===== src/rtl/datapath_pkg.sv =====
// datapath_pkg: shared ALU function codes, data-bus source codes, FSM states and index-width helper
package datapath_pkg;

    typedef enum logic [2:0] {
        F_NEG  = 3'd0,
        F_SUB  = 3'd1,
        F_ADD  = 3'd2,
        F_MULH = 3'd3,
        F_MULL = 3'd4,
        F_XOR  = 3'd5,
        F_AND  = 3'd6,
        F_NOT  = 3'd7
    } alu_op_e;

    localparam logic [3:0] SRC_X    = 4'd0;
    localparam logic [3:0] SRC_Y    = 4'd1;
    localparam logic [3:0] SRC_R    = 4'd2;
    localparam logic [3:0] SRC_M    = 4'd3;
    localparam logic [3:0] SRC_I    = 4'd4;
    localparam logic [3:0] SRC_DM   = 4'd5;
    localparam logic [3:0] SRC_PM   = 4'd6;
    localparam logic [3:0] SRC_PINS = 4'd7;

    typedef enum logic {S_IDLE, S_MUL} state_e;

    function automatic int idx_w(int x, int y);
        int mx;
        mx = (x > y) ? x : y;
        return ($clog2(mx) > 1) ? $clog2(mx) : 1;
    endfunction

endpackage


===== src/rtl/seq_multiplier.sv =====
// seq_multiplier: shift-add multiplier, one partial product per cycle; product is valid while done is high
module seq_multiplier #(
    parameter int WIDTH = 4
) (
    input  logic                 clk,
    input  logic                 reset_n,
    input  logic                 start,
    input  logic [WIDTH-1:0]     a,
    input  logic [WIDTH-1:0]     b,
    output logic                 busy,
    output logic                 done,
    output logic [2*WIDTH-1:0]   product
);
    localparam int CW = $clog2(WIDTH);

    logic [2*WIDTH-1:0] r_acc;
    logic [2*WIDTH-1:0] r_a;
    logic [WIDTH-1:0]   r_b;
    logic [CW-1:0]      r_cnt;

    assign product = r_acc + (r_b[0] ? r_a : '0);
    assign done    = busy && (r_cnt == CW'(WIDTH - 1));

    always_ff @(posedge clk or negedge reset_n) begin
        if (!reset_n) begin
            r_acc <= '0;
            r_a   <= '0;
            r_b   <= '0;
            r_cnt <= '0;
            busy  <= 1'b0;
        end else if (start && !busy) begin
            r_acc <= '0;
            r_a   <= {{WIDTH{1'b0}}, a};
            r_b   <= b;
            r_cnt <= '0;
            busy  <= 1'b1;
        end else if (busy) begin
            r_acc <= product;
            r_a   <= r_a << 1;
            r_b   <= r_b >> 1;
            r_cnt <= r_cnt + 1'b1;
            busy  <= !done;
        end
    end

endmodule


===== src/rtl/datapath_gen2.sv =====
// datapath_gen2: register file, source-selected data bus and ALU with sequential multiplier
module datapath_gen2 import datapath_pkg::*; #(
    parameter int WIDTH  = 4,
    parameter int X_REGS = 2,
    parameter int Y_REGS = 2,
    localparam int IDXW  = idx_w(X_REGS, Y_REGS)
) (
    input  logic             clk,
    input  logic             reset_n,
    input  logic [3:0]       source_sel,
    input  logic [IDXW-1:0]  src_idx,
    input  logic [IDXW-1:0]  wr_idx,
    input  logic             x_we,
    input  logic             y_we,
    input  logic             m_we,
    input  logic             o_we,
    input  logic             i_we,
    input  logic             i_sel,
    input  logic [IDXW-1:0]  x_sel,
    input  logic [IDXW-1:0]  y_sel,
    input  logic [3:0]       alu_op,
    input  logic             alu_start,
    input  logic [WIDTH-1:0] pm_data,
    input  logic [WIDTH-1:0] dm,
    input  logic [WIDTH-1:0] i_pins,
    output logic [WIDTH-1:0] data_bus,
    output logic [WIDTH-1:0] o_reg,
    output logic [WIDTH-1:0] i,
    output logic [WIDTH-1:0] m,
    output logic [WIDTH-1:0] r,
    output logic             r_eq_0,
    output logic             r_carry,
    output logic             alu_busy,
    output logic             alu_done
);
    logic [WIDTH-1:0]   r_x [X_REGS];
    logic [WIDTH-1:0]   r_y [Y_REGS];
    state_e             r_state;
    logic               r_op_hi;
    alu_op_e            w_func;
    logic [WIDTH-1:0]   w_x;
    logic [WIDTH-1:0]   w_y;
    logic [WIDTH:0]     w_alu;
    logic [WIDTH:0]     w_mul_r;
    logic [WIDTH:0]     w_res;
    logic [2*WIDTH-1:0] w_prod;
    logic               w_is_mul;
    logic               w_accept;
    logic               w_mul_done;
    logic               w_wr_r;

    function automatic logic [WIDTH-1:0] rdx(logic [IDXW-1:0] k);
        return (32'(k) < X_REGS) ? r_x[k] : '0;
    endfunction

    function automatic logic [WIDTH-1:0] rdy(logic [IDXW-1:0] k);
        return (32'(k) < Y_REGS) ? r_y[k] : '0;
    endfunction

    assign w_func   = alu_op_e'(alu_op[2:0]);
    assign w_x      = rdx(x_sel);
    assign w_y      = rdy(y_sel);
    assign w_is_mul = (w_func == F_MULH) || (w_func == F_MULL);
    assign w_accept = alu_start && !alu_busy;
    assign w_wr_r   = (r_state == S_IDLE) ? (w_accept && !w_is_mul) : w_mul_done;
    assign w_mul_r  = r_op_hi ? {|w_prod[WIDTH-1:0], w_prod[2*WIDTH-1:WIDTH]}
                              : {|w_prod[2*WIDTH-1:WIDTH], w_prod[WIDTH-1:0]};
    assign w_res    = (r_state == S_MUL) ? w_mul_r : w_alu;

    always_comb begin
        case (source_sel)
            SRC_X:    data_bus = rdx(src_idx);
            SRC_Y:    data_bus = rdy(src_idx);
            SRC_R:    data_bus = r;
            SRC_M:    data_bus = m;
            SRC_I:    data_bus = i;
            SRC_DM:   data_bus = dm;
            SRC_PM:   data_bus = pm_data;
            SRC_PINS: data_bus = i_pins;
            default:  data_bus = '0;
        endcase
    end

    // MSB of w_alu is the carry/borrow flag
    always_comb begin
        case (w_func)
            F_NEG:   w_alu = alu_op[3] ? {1'b0, r} : {1'b0, -w_x};
            F_SUB:   w_alu = {1'b0, w_x} - {1'b0, w_y};
            F_ADD:   w_alu = {1'b0, w_x} + {1'b0, w_y};
            F_XOR:   w_alu = {1'b0, w_x ^ w_y};
            F_AND:   w_alu = {1'b0, w_x & w_y};
            F_NOT:   w_alu = alu_op[3] ? {1'b0, r} : {1'b0, ~w_x};
            default: w_alu = '0;
        endcase
    end

    seq_multiplier #(.WIDTH(WIDTH)) u_mul (
        .clk     (clk),
        .reset_n (reset_n),
        .start   (w_accept && w_is_mul),
        .a       (w_x),
        .b       (w_y),
        .busy    (alu_busy),
        .done    (w_mul_done),
        .product (w_prod)
    );

    always_ff @(posedge clk or negedge reset_n) begin
        if (!reset_n) begin
            r_state  <= S_IDLE;
            r_op_hi  <= 1'b0;
            r        <= '0;
            r_carry  <= 1'b0;
            r_eq_0   <= 1'b1;
            alu_done <= 1'b0;
        end else begin
            alu_done <= w_wr_r;
            if (w_wr_r) begin
                r       <= w_res[WIDTH-1:0];
                r_carry <= w_res[WIDTH];
                r_eq_0  <= (w_res[WIDTH-1:0] == '0);
            end
            if (r_state == S_IDLE && w_accept && w_is_mul) begin
                r_state <= S_MUL;
                r_op_hi <= (w_func == F_MULH);
            end else if (r_state == S_MUL && w_mul_done) begin
                r_state <= S_IDLE;
            end
        end
    end

    always_ff @(posedge clk or negedge reset_n) begin
        if (!reset_n) begin
            for (int k = 0; k < X_REGS; k++) r_x[k] <= '0;
            for (int k = 0; k < Y_REGS; k++) r_y[k] <= '0;
            m     <= '0;
            o_reg <= '0;
            i     <= '0;
        end else begin
            for (int k = 0; k < X_REGS; k++) if (x_we && 32'(wr_idx) == k) r_x[k] <= data_bus;
            for (int k = 0; k < Y_REGS; k++) if (y_we && 32'(wr_idx) == k) r_y[k] <= data_bus;
            if (m_we) m <= data_bus;
            if (o_we) o_reg <= data_bus;
            if (i_we) i <= i_sel ? i + m : data_bus;
        end
    end

endmodule


===== config.mk =====
export PLATFORM = sky130hd
export DESIGN_NAME = datapath_gen2
export DESIGN_NICKNAME = d
export VERILOG_FILES = /design/src/rtl/datapath_pkg.sv /design/src/rtl/seq_multiplier.sv /design/src/rtl/datapath_gen2.sv
export SDC_FILE = /design/constraint.sdc
export NUM_CORES = 1
export LEC_CHECK = 0
export ABC_CLOCK_PERIOD_IN_PS = 3900
export CORE_MARGIN = 10
export CORE_UTILIZATION = 55
export CTS_CLUSTER_DIAMETER = 120
export DETAILED_ROUTE_END_ITERATION = 10
export GPL_TIMING_DRIVEN = 1
export PLACE_DENSITY = 0.9
export SLEW_MARGIN = 30
export SYNTH_ARGS = -nofsm -noshare
export SYNTH_HDL_FRONTEND = slang
export SYNTH_SLANG_ARGS = --single-unit

===== constraint.sdc =====
create_clock -name clk -period 3.9 [get_ports clk]
set_input_delay 1.17 -clock clk [delete_from_list [all_inputs] [get_ports clk]]
set_output_delay 1.17 -clock clk [all_outputs]
set_load 0.02 [all_outputs]

**Word level (Yosys, flattened, before mapping)**

Cells that the tools add are included.

- Reductions and logical operators: 23
- Add/sub/neg operators: 6
- Eq/ne operators: 15
- Bitwise logic cells: 8
- Muxes and demuxes: 33
- $lt $le $gt $ge: 3

Operator list:

| kind | number |
|---|---|
| $mux W4 | 17 |
| $mux W8 | 5 |
| $pmux W4 S8 | 1 |
| $pmux W5 S6 | 1 |
| $eq A4 B3 Y1 const B | 4 |
| $eq A3 B3 Y1 const B | 4 |
| $logic_and A1 B1 Y1 | 12 |
| $mux W5 | 2 |
| $add A8 B8 Y8 | 1 |
| $eq A4 B2 Y1 const B | 2 |
| $logic_not A4 Y1 | 2 |
| $reduce_or A4 Y1 | 2 |
| $eq A3 B2 Y1 const B | 2 |
| $ge A2 B2 Y1 const B | 3 |
| $not A1 Y2 | 3 |
| $add A4 B4 Y5 | 1 |
| $mux W1 | 5 |
| $sub A4 B4 Y5 | 1 |
| $add A4 B4 Y4 | 1 |
| $and A4 B4 Y4 | 1 |
| $eq A4 B1 Y1 const B | 1 |
| $mux W2 | 2 |
| $neg A4 Y4 | 1 |
| $not A4 Y4 | 1 |
| 9 further kinds | 13 |

- Flip-flop bits (word level): 60
- Output and inout port bits: 24

**Depth between registers and ports, before layout**

Gate-level depths: netlist of run 1.

- Depth in word-level cells: 9
- Depth in mapped cells: 13

**Hierarchy**

Synthesis of run 1 repeated with hierarchy kept, for this count alone.

- Cells, all modules: 412
- Area, all modules: 4006.3 sq um

By module, submodules not included:

| module | cells an instance | instances | area an instance (sq um) |
|---|---|---|---|
| datapath_gen2 | 285 | 1 | 2733.9 |
| seq_multiplier | 127 | 1 | 1272.5 |

**Least setup slack after synthesis of run 1**

No wires, ideal clock.

- Kind: in2reg
- From: in y_sel
- To: reg r_eq_0
- Path slack: 0.060 ns
- Data arrival time: 3.743 ns
- Path buffers: 1
- Cell stages on the path: 12
- Setup time: 0.097 ns
- Cell sequence: clkbuf_1 > mux2i_1 > ha_1 > nor2_1 > a21oi_1 > ha_1 > a21o_1 > a21oi_1 > xnor2_1 > a221o_1 > a221o_1 > o41ai_2

- Longest elaborated chain between the ends: 8
- Elaborated cells between the ends (all ways): 11
- Those cells by class: add/sub: 2; mux: 5; bitwise: 3; reduce/logical: 1

RTL lines:

| element | RTL line | source |
|---|---|---|
| start: declaration | datapath_gen2.sv:20 | `input logic [IDXW-1:0] y_sel,` |
| $not A1 Y2 (implied by the code) (*) | datapath_gen2.sv:57 | `return (32'(k) < Y_REGS) ? r_y[k] : '0;` |
| $mux W4 (implied by the code) (*) (3 in series) | datapath_gen2.sv:57 |  |
| $add A4 B4 Y5 (tied with other cells) | datapath_gen2.sv:89 | `F_ADD: w_alu = {1'b0, w_x} + {1'b0, w_y};` |
| $pmux W5 S6 (*) | datapath_gen2.sv:86 | `case (w_func)` |
| $mux W5 (*) | datapath_gen2.sv:68 | `assign w_res = (r_state == S_MUL) ? w_mul_r : w_alu;` |
| $logic_not A4 Y1 (*) | datapath_gen2.sv:121 | `r_eq_0 <= (w_res[WIDTH-1:0] == '0);` |
| end signal: assignment | datapath_gen2.sv:121 |  |
| end: declaration | datapath_gen2.sv:31 | `output logic r_eq_0,` |

Every way passes the cells marked *; elsewhere a longest branch is shown, timed or not. The select of a mux whose other input is x is not followed.
A chain may end at the register's enable or synchronous reset.

**Worst setup path in the final report of run 1**

- From: in source_sel[3]
- To: out data_bus[1]

- Longest elaborated chain between the ends: 2
- Elaborated cells between the ends (all ways): 9
- Those cells by class: eq/ne: 7; mux: 1; reduce/logical: 1

RTL lines:

| element | RTL line | source |
|---|---|---|
| start: declaration | datapath_gen2.sv:10 | `input logic [3:0] source_sel,` |
| $eq A4 B3 Y1 (tied with other cells) | datapath_gen2.sv:71 | `case (source_sel)` |
| $pmux W4 S8 (*) | datapath_gen2.sv:71 |  |
| end: declaration | datapath_gen2.sv:26 | `output logic [WIDTH-1:0] data_bus,` |

Every way passes the cells marked *; elsewhere a longest branch is shown, timed or not.

==> results of run 1 <==
==> area by class of cell <==
cell class / count / area (sq um)
Multi-Input combinational cell: 334 / 2330
Clock buffer: 10 / 138
Inverter: 27 / 101
Antenna cell: 2 / 5.00
Fill cell: 534 / 2120
Sequential cell: 60 / 1500
Timing Repair Buffer: 89 / 796
Clock inverter: 5 / 52.6
Tap cell: 99 / 124
==> cell usage in the layout (no fill, tap or decap), drive strengths merged, types with 4 or more instances in the layout <==
| cell type | count |
|---|---|
| inv | 27 |
| a221oi | 5 |
| xor2 | 5 |
| clkbuf | 10 |
| nor3b | 4 |
| xnor2 | 10 |
| o21ai | 38 |
| ha | 20 |
| nor2 | 35 |
| a21o | 7 |
| nor2b | 4 |
| nand2b | 13 |
| nor3 | 5 |
| clkdlybuf4s50 | 45 |
| a22oi | 7 |
| o22ai | 5 |
| a31oi | 5 |
| dfrtp | 59 |
| and2 | 9 |
| nand3 | 8 |
| nand2 | 54 |
| a221o | 7 |
| buf | 38 |
| mux2i | 20 |
| a21oi | 20 |
| mux2 | 6 |
==> worst min path at each step <==
stage / endpoint / slack, ns / cells after the start / from
after floorplan: u_mul.r_cnt[0]$_DFFE_PN0P_ / 0.45 / 1 / u_mul.r_cnt[0]$_DFFE_PN0P_
after global placement: u_mul.r_cnt[0]$_DFFE_PN0P_ / 0.47 / 1 / u_mul.r_cnt[0]$_DFFE_PN0P_
after detailed placement: r_carry$_DFFE_PN0P_ / 0.49 / 2 / r_carry$_DFFE_PN0P_
after CTS: u_mul.r_cnt[0]$_DFFE_PN0P_ / 0.50 / 1 / u_mul.r_cnt[0]$_DFFE_PN0P_
after global routing: u_mul.r_acc[7]$_DFFE_PN0P_ / 0.54 / 1 / u_mul.r_acc[7]$_DFFE_PN0P_
final: u_mul.r_cnt[0]$_DFFE_PN0P_ / 0.50 / 1 / u_mul.r_cnt[0]$_DFFE_PN0P_
==> cell families (layout without fill, tap and decap cells) <==
| logic type | Yosys count | after routing | share of synthesized area (%) |
|---|---|---|---|
| AO/OA/AOI/OAI | 116 | 116 | 19.2 |
| XOR/XNOR | 15 | 15 | 3.27 |
| other | 0 | 2 | 0 |
| adder cells (fa/ha/maj) | 23 | 23 | 7.72 |
| buffers and inverters | 47 | 131 | 5.29 |
| multiplexers | 29 | 29 | 8.44 |
| AND/OR/NAND/NOR | 151 | 151 | 18.7 |
| flip-flops | 60 | 60 | 37.4 |
==> metrics by stage <==
stage,cells,TNS [ns]
floorplan,441,0
global route,625,0
global placement,606,-2.49
CTS,624,0
detailed placement,606,-3.04
finish,626,0
==> power groups by stage <==
stage / Sequential [uW] / Combinational, uW / Clock [uW]
floorplan: 985 / 674 / 0
global placement: 966 / 1080 / 0
detailed placement: 978 / 1120 / 0
CTS: 968 / 1140 / 565
global route: 999 / 1250 / 595
finish: 976 / 1140 / 558
==> repair_timing <==
item,CTS,global route
resized for setup,27,7
setup buffers,3,0
pin swaps,2,0
hold buffers,0,0
gates cloned,0,0
setup endpoints to repair,5,6
==> layer usage <==
metal / up-vias / global-route usage (%) / wire length [microns]
met2: 130 / 37.1 / 5930
met3: 34 / 6.70 / 713
met1: 1799 / 21.8 / 4390
met4: 0 / 8.73 / 374
met5: - / 0 / 0
li1: 1727 / - / -
==> results.sh, run 1 <==
export IMPL_ff2ff_setup_slack_ns=0.98
export IMPL_grt_antenna_before_repair=1
export IMPL_status="complete, no violations"
export IMPL_worst_pin_slew_ns=0.706
export IMPL_ys_seq_elements=60
export IMPL_drive_gt1_share_pct=16.0
export IMPL_maxCapViolations=0
export IMPL_crit_fanout=3
export IMPL_power_frac_comb_pct=42.6
export IMPL_grt_use_total_pct=20.7
export IMPL_final_core_util_pct=70.4
export IMPL_dieArea_sq_um=11100
export IMPL_critical_path_arrival_ns=2.64
export IMPL_dp_slack_ns=-0.540
export IMPL_routed_wl_microns=11400
export IMPL_clkLatencyLatePin_ns=0.35
export IMPL_synth_cell_type_count=65
export IMPL_fp_coreArea_sq_um=7180
export IMPL_clock_power_share_pct=20.9
export IMPL_maxSlewHeadroom_pct=52.9
export IMPL_die_h_microns=105
export IMPL_rsz0062_at_grt="false"
export IMPL_switching_share_pct=39.1
export IMPL_criticalPathCategory="input pin to output port"
export IMPL_area_growth_syn_to_layout_pct=25.7
export IMPL_gr_total_overflow=0
export IMPL_root_buffer="clkbuf_8"
export IMPL_crit_slowest_cell="clkdlybuf4s50_1"
export IMPL_die_x_microns=105
export IMPL_timing_fmax_mhz=263
export IMPL_setup_violations_final=0
export IMPL_fin_skew_ns=0.00830
export IMPL_post_route_period_util_pct=97.6
export IMPL_setup_ws_ns=0.0923
export IMPL_ir_drop_v=0.000277
export IMPL_synth_edff_count=0
export IMPL_sequentialPowerShare_pct=36.5
export IMPL_drc=0
export IMPL_syn_cell_area_sq_um=4020
export IMPL_final_area_sq_um=5050
export IMPL_start_kind="input pin"
export IMPL_min_period_ns=3.81
export IMPL_cts_tree="done"
export IMPL_worst_setup_path_end_kind="output port"
export IMPL_nets=577
export IMPL_dr_pass1_iters=5
export IMPL_grt_first_pass_wirelength_microns=19000
export IMPL_numCtsBuffers=9
export IMPL_post_synth_cell_area_avg_sq_um=9.11
export IMPL_worst_path_stages=7
export IMPL_synth_flop_cell="dfrtp_1"
export IMPL_cts_buffer_depth=2
export IMPL_r2r_end="r_eq_0$_DFFE_PN1P_"
export IMPL_clkSinkCount=60
export IMPL_wire_per_inst_microns=18.2
export IMPL_yosys_area_top_type="dfrtp_1"
export IMPL_p_switching_uw=1050
export IMPL_worstReg2RegStart="r_y[4]$_DFFE_PN0P_"
export IMPL_synth_area_leaders="dfrtp_1 37%, ha_1 6.2%, nand2_1 5.0%"
export IMPL_crit_path_end="data_bus[1]"
export IMPL_synth_most_common_cell="dfrtp_1"
export IMPL_initial_core_util_pct=56.0
export IMPL_cp_required_ns=2.73
export IMPL_worstSetupStartpoint="source_sel[3]"
export IMPL_synth_common_cells="59 x dfrtp_1, 54 x nand2_1, 35 x nor2_1"
export IMPL_path_delay_family="buffers and inverters"
export IMPL_io_pins=57
export IMPL_crit_path_max_incr_delay_ns=0.44
export IMPL_htreeDepth=3
export IMPL_ff2ff_path_depth=11
export IMPL_first_iter_violations=174
export IMPL_grt_max_degree=33
export IMPL_place_hpwl_microns=8500
export IMPL_ys_seq_area_share_pct=37.4
export IMPL_crit_path_cell_trace="clkdlybuf4s50_1 > nand2b_1 > or3_4 > o22ai_2 > nor3_2 > inv_1 > buf_2"
export IMPL_via_per_inst=5.89
export IMPL_syn_nets=497
export IMPL_synth_top_area_share_pct=36.7
export IMPL_p_int_uw=1630
export IMPL_portBuffers=56
export IMPL_grt_pass1_vias=3938
export IMPL_hold_viol=0
export IMPL_cp_num_buf_inv=3
export IMPL_rows=31
export IMPL_synthArstFlopShare_pct=100
export IMPL_num_vias=3690
export IMPL_p_leak_uw=0.00239
export IMPL_power_density_nw_per_um2=529
export IMPL_yosysWarnings=0
export IMPL_clk_pin_slew_ns=0.06
export IMPL_finalPower_uw=2670
export IMPL_holdWs_ns=0.502
export IMPL_placed_area_sq_um=4810
export IMPL_hold_class="flop to flop"
export IMPL_gp_congestion=0.946
export IMPL_antenna_left=0
export IMPL_final_max_slew_viol_count=0
export IMPL_syn_instance_count=441
(Power assumes the default switching activity.)
==> inputs of run 2 (changes only) <==
Settings changed: REMOVE_ABC_BUFFERS set to 1.
==> run 2 against run 1 <==
- the run now ends with negative setup slack left
- critical endpoint is now data_bus[2]
- sequential share of layout area fell by 0.36 points
- largest power group unchanged
- largest cell class unchanged
- first-iteration DRC count down 13%
- via count grew 2.3%
- routed wire length decreased by 0.58%
==> results.sh, run 2 (synthesis results as in run 1) <==
export IMPL_grt_first_pass_wirelength_microns=18900
export IMPL_hp_start="u_mul.r_cnt[0]$_DFFE_PN0P_"
export IMPL_io_pins=57
export IMPL_power_density_nw_per_um2=541
export IMPL_root_buffer="clkbuf_8"
export IMPL_regArea_sq_um=1500
export IMPL_ff2ff_path_depth=11
export IMPL_antenna_left=0
export IMPL_fill_cells=506
export IMPL_worstReg2RegStart="r_y[4]$_DFFE_PN0P_"
export IMPL_gr_total_overflow=0
export IMPL_timing_fmax_mhz=254
export IMPL_final_area_sq_um=5110
export IMPL_drive_gt1_share_pct=17.1
export IMPL_min_period_ns=3.93
export IMPL_hold_class="flop to flop"
export IMPL_cts_buffer_depth=2
export IMPL_finalPower_uw=2770
export IMPL_first_iter_violations=151
export IMPL_setup_violations_final=1
export IMPL_crit_fanout=3
export IMPL_criticalPathCategory="input pin to output port"
export IMPL_critical_path_arrival_ns=2.76
export IMPL_dp_slack_ns=-0.520
export IMPL_dr_pass1_iters=5
export IMPL_tns_ns=-0.0326
export IMPL_nets=584
export IMPL_initial_core_util_pct=56.0
export IMPL_layout_cells_non_filler=632
export IMPL_grt_use_total_pct=20.5
export IMPL_maxCapViolations=0
export IMPL_fin_skew_ns=0.00945
export IMPL_cts_hold_buf=0
export IMPL_min_to="u_mul.r_cnt[0]$_DFFE_PN0P_"
export IMPL_ff2ff_setup_slack_ns=1.04
export IMPL_worst_pin_slew_ns=0.668
export IMPL_gp_congestion=0.894
export IMPL_worstSetupStartpoint="source_sel[3]"
export IMPL_clkLatencyLatePin_ns=0.35
export IMPL_routed_wl_microns=11300
export IMPL_layout_common_cells="59 x dfrtp_1, 54 x nand2_1, 47 x clkdlybuf4s50_1, 38 x buf_4, 35 x nor2_1"
export IMPL_start_kind="input pin"
export IMPL_rsz0062_at_grt="true"
export IMPL_clk_pin_slew_ns=0.07
export IMPL_drc=0
export IMPL_place_hpwl_microns=8430
export IMPL_cp_required_ns=2.73
export IMPL_portBuffers=56
export IMPL_setup_ws_ns=-0.0326
export IMPL_die_h_microns=105
export IMPL_fp_coreArea_sq_um=7180
export IMPL_holdPathStages=1
export IMPL_maxSlewHeadroom_pct=55.5
export IMPL_area_growth_syn_to_layout_pct=27.3
export IMPL_dp_cells=611
export IMPL_hold_viol=0
export IMPL_multiInputGateArea_sq_um=2330
export IMPL_wire_per_inst_microns=17.9
export IMPL_grt_max_degree=32
export IMPL_grt_antenna_before_repair=0
export IMPL_die_x_microns=105
export IMPL_status="finished, violations left"
export IMPL_clkSinkCount=60
export IMPL_rows=31
export IMPL_htreeDepth=3
export IMPL_r2r_end="r_eq_0$_DFFE_PN1P_"
export IMPL_diodes=0
export IMPL_grt_pass1_vias=3988
export IMPL_dieArea_sq_um=11100
export IMPL_violations="negative setup slack"
export IMPL_layout_commonest_cell="dfrtp_1"
export IMPL_post_route_period_util_pct=101
export IMPL_p_leak_uw=0.00244
export IMPL_numCtsBuffers=9
export IMPL_num_vias=3774
export IMPL_worst_setup_path_end_kind="output port"
export IMPL_cts_tree="done"
export IMPL_via_per_inst=5.97
export IMPL_final_max_slew_viol_count=0
export IMPL_placed_area_sq_um=4850
export IMPL_ir_drop_v=0.000301
[run 2: changes by cell type in the layout (fill, tap and decap cells not counted), moves of 2 or more]
cell / before / now
buf_2: 4 / 6
buf_6: 3 / 1
buf_4: 31 / 38
diode_2: 2 / 0
clkdlybuf4s50_1: 45 / 47
clkdlybuf4s15_1: 2 / 0
[run 2: worst max-delay path by stage]
stage	to	slack (ns)
2_1_floorplan	r_eq_0$_DFFE_PN1P_	0.32
3_3_place_gp	data_bus[3]	-0.43
3_5_place_dp	data_bus[3]	-0.52
4_1_cts	r_eq_0$_DFFE_PN1P_	0.002
5_1_grt	data_bus[2]	-0.06
6_report	data_bus[2]	-0.03
[run 2: final cells by class]
class                           count  share of cell area, %
Clock buffer                        9                   2.42
Tap cell                           99                   2.42
Sequential cell                    60                   29.4
Clock inverter                      7                   1.79
Inverter                           27                   1.98
Timing Repair Buffer               96                   16.3
Multi-Input combinational cell    334                   45.7
[run 2: power breakdown]
group	switching, uW	internal (uW)	total, uW
combinational	618	542	1160
clock	275	357	632
sequential	182	793	975
[run 2: through the flow]
step	hold slack (ns)	util, %
floorplan	0.454	-
global placement	0.468	67.6
detailed placement	0.483	67.6
CTS	0.493	71.2
global route	0.530	71.3
finish	0.495	71.3
[run 2: repair_timing]
action,in CTS,in global routing
resized for setup,23,4
pin swaps,3,1
gates cloned,1,0
endpoints found under the setup margin,5,6
buffers inserted,4,0
[run 2: metal layers]
layer	wire, microns	up-vias	track usage (%)
met5	0	-	0
met4	476	0	11.2
met3	724	50	5.36
met2	5690	159	35.4
met1	4450	1825	22.5
li1	-	1740	-
[run 2: worst max-delay path: stages]
cell,delay (ns)
clkdlybuf4s50_1,0.46
nand2b_1,0.19
or3_4,0.36
o22ai_2,0.26
nor3_4,0.09
inv_1,0.07
buf_2,0.16
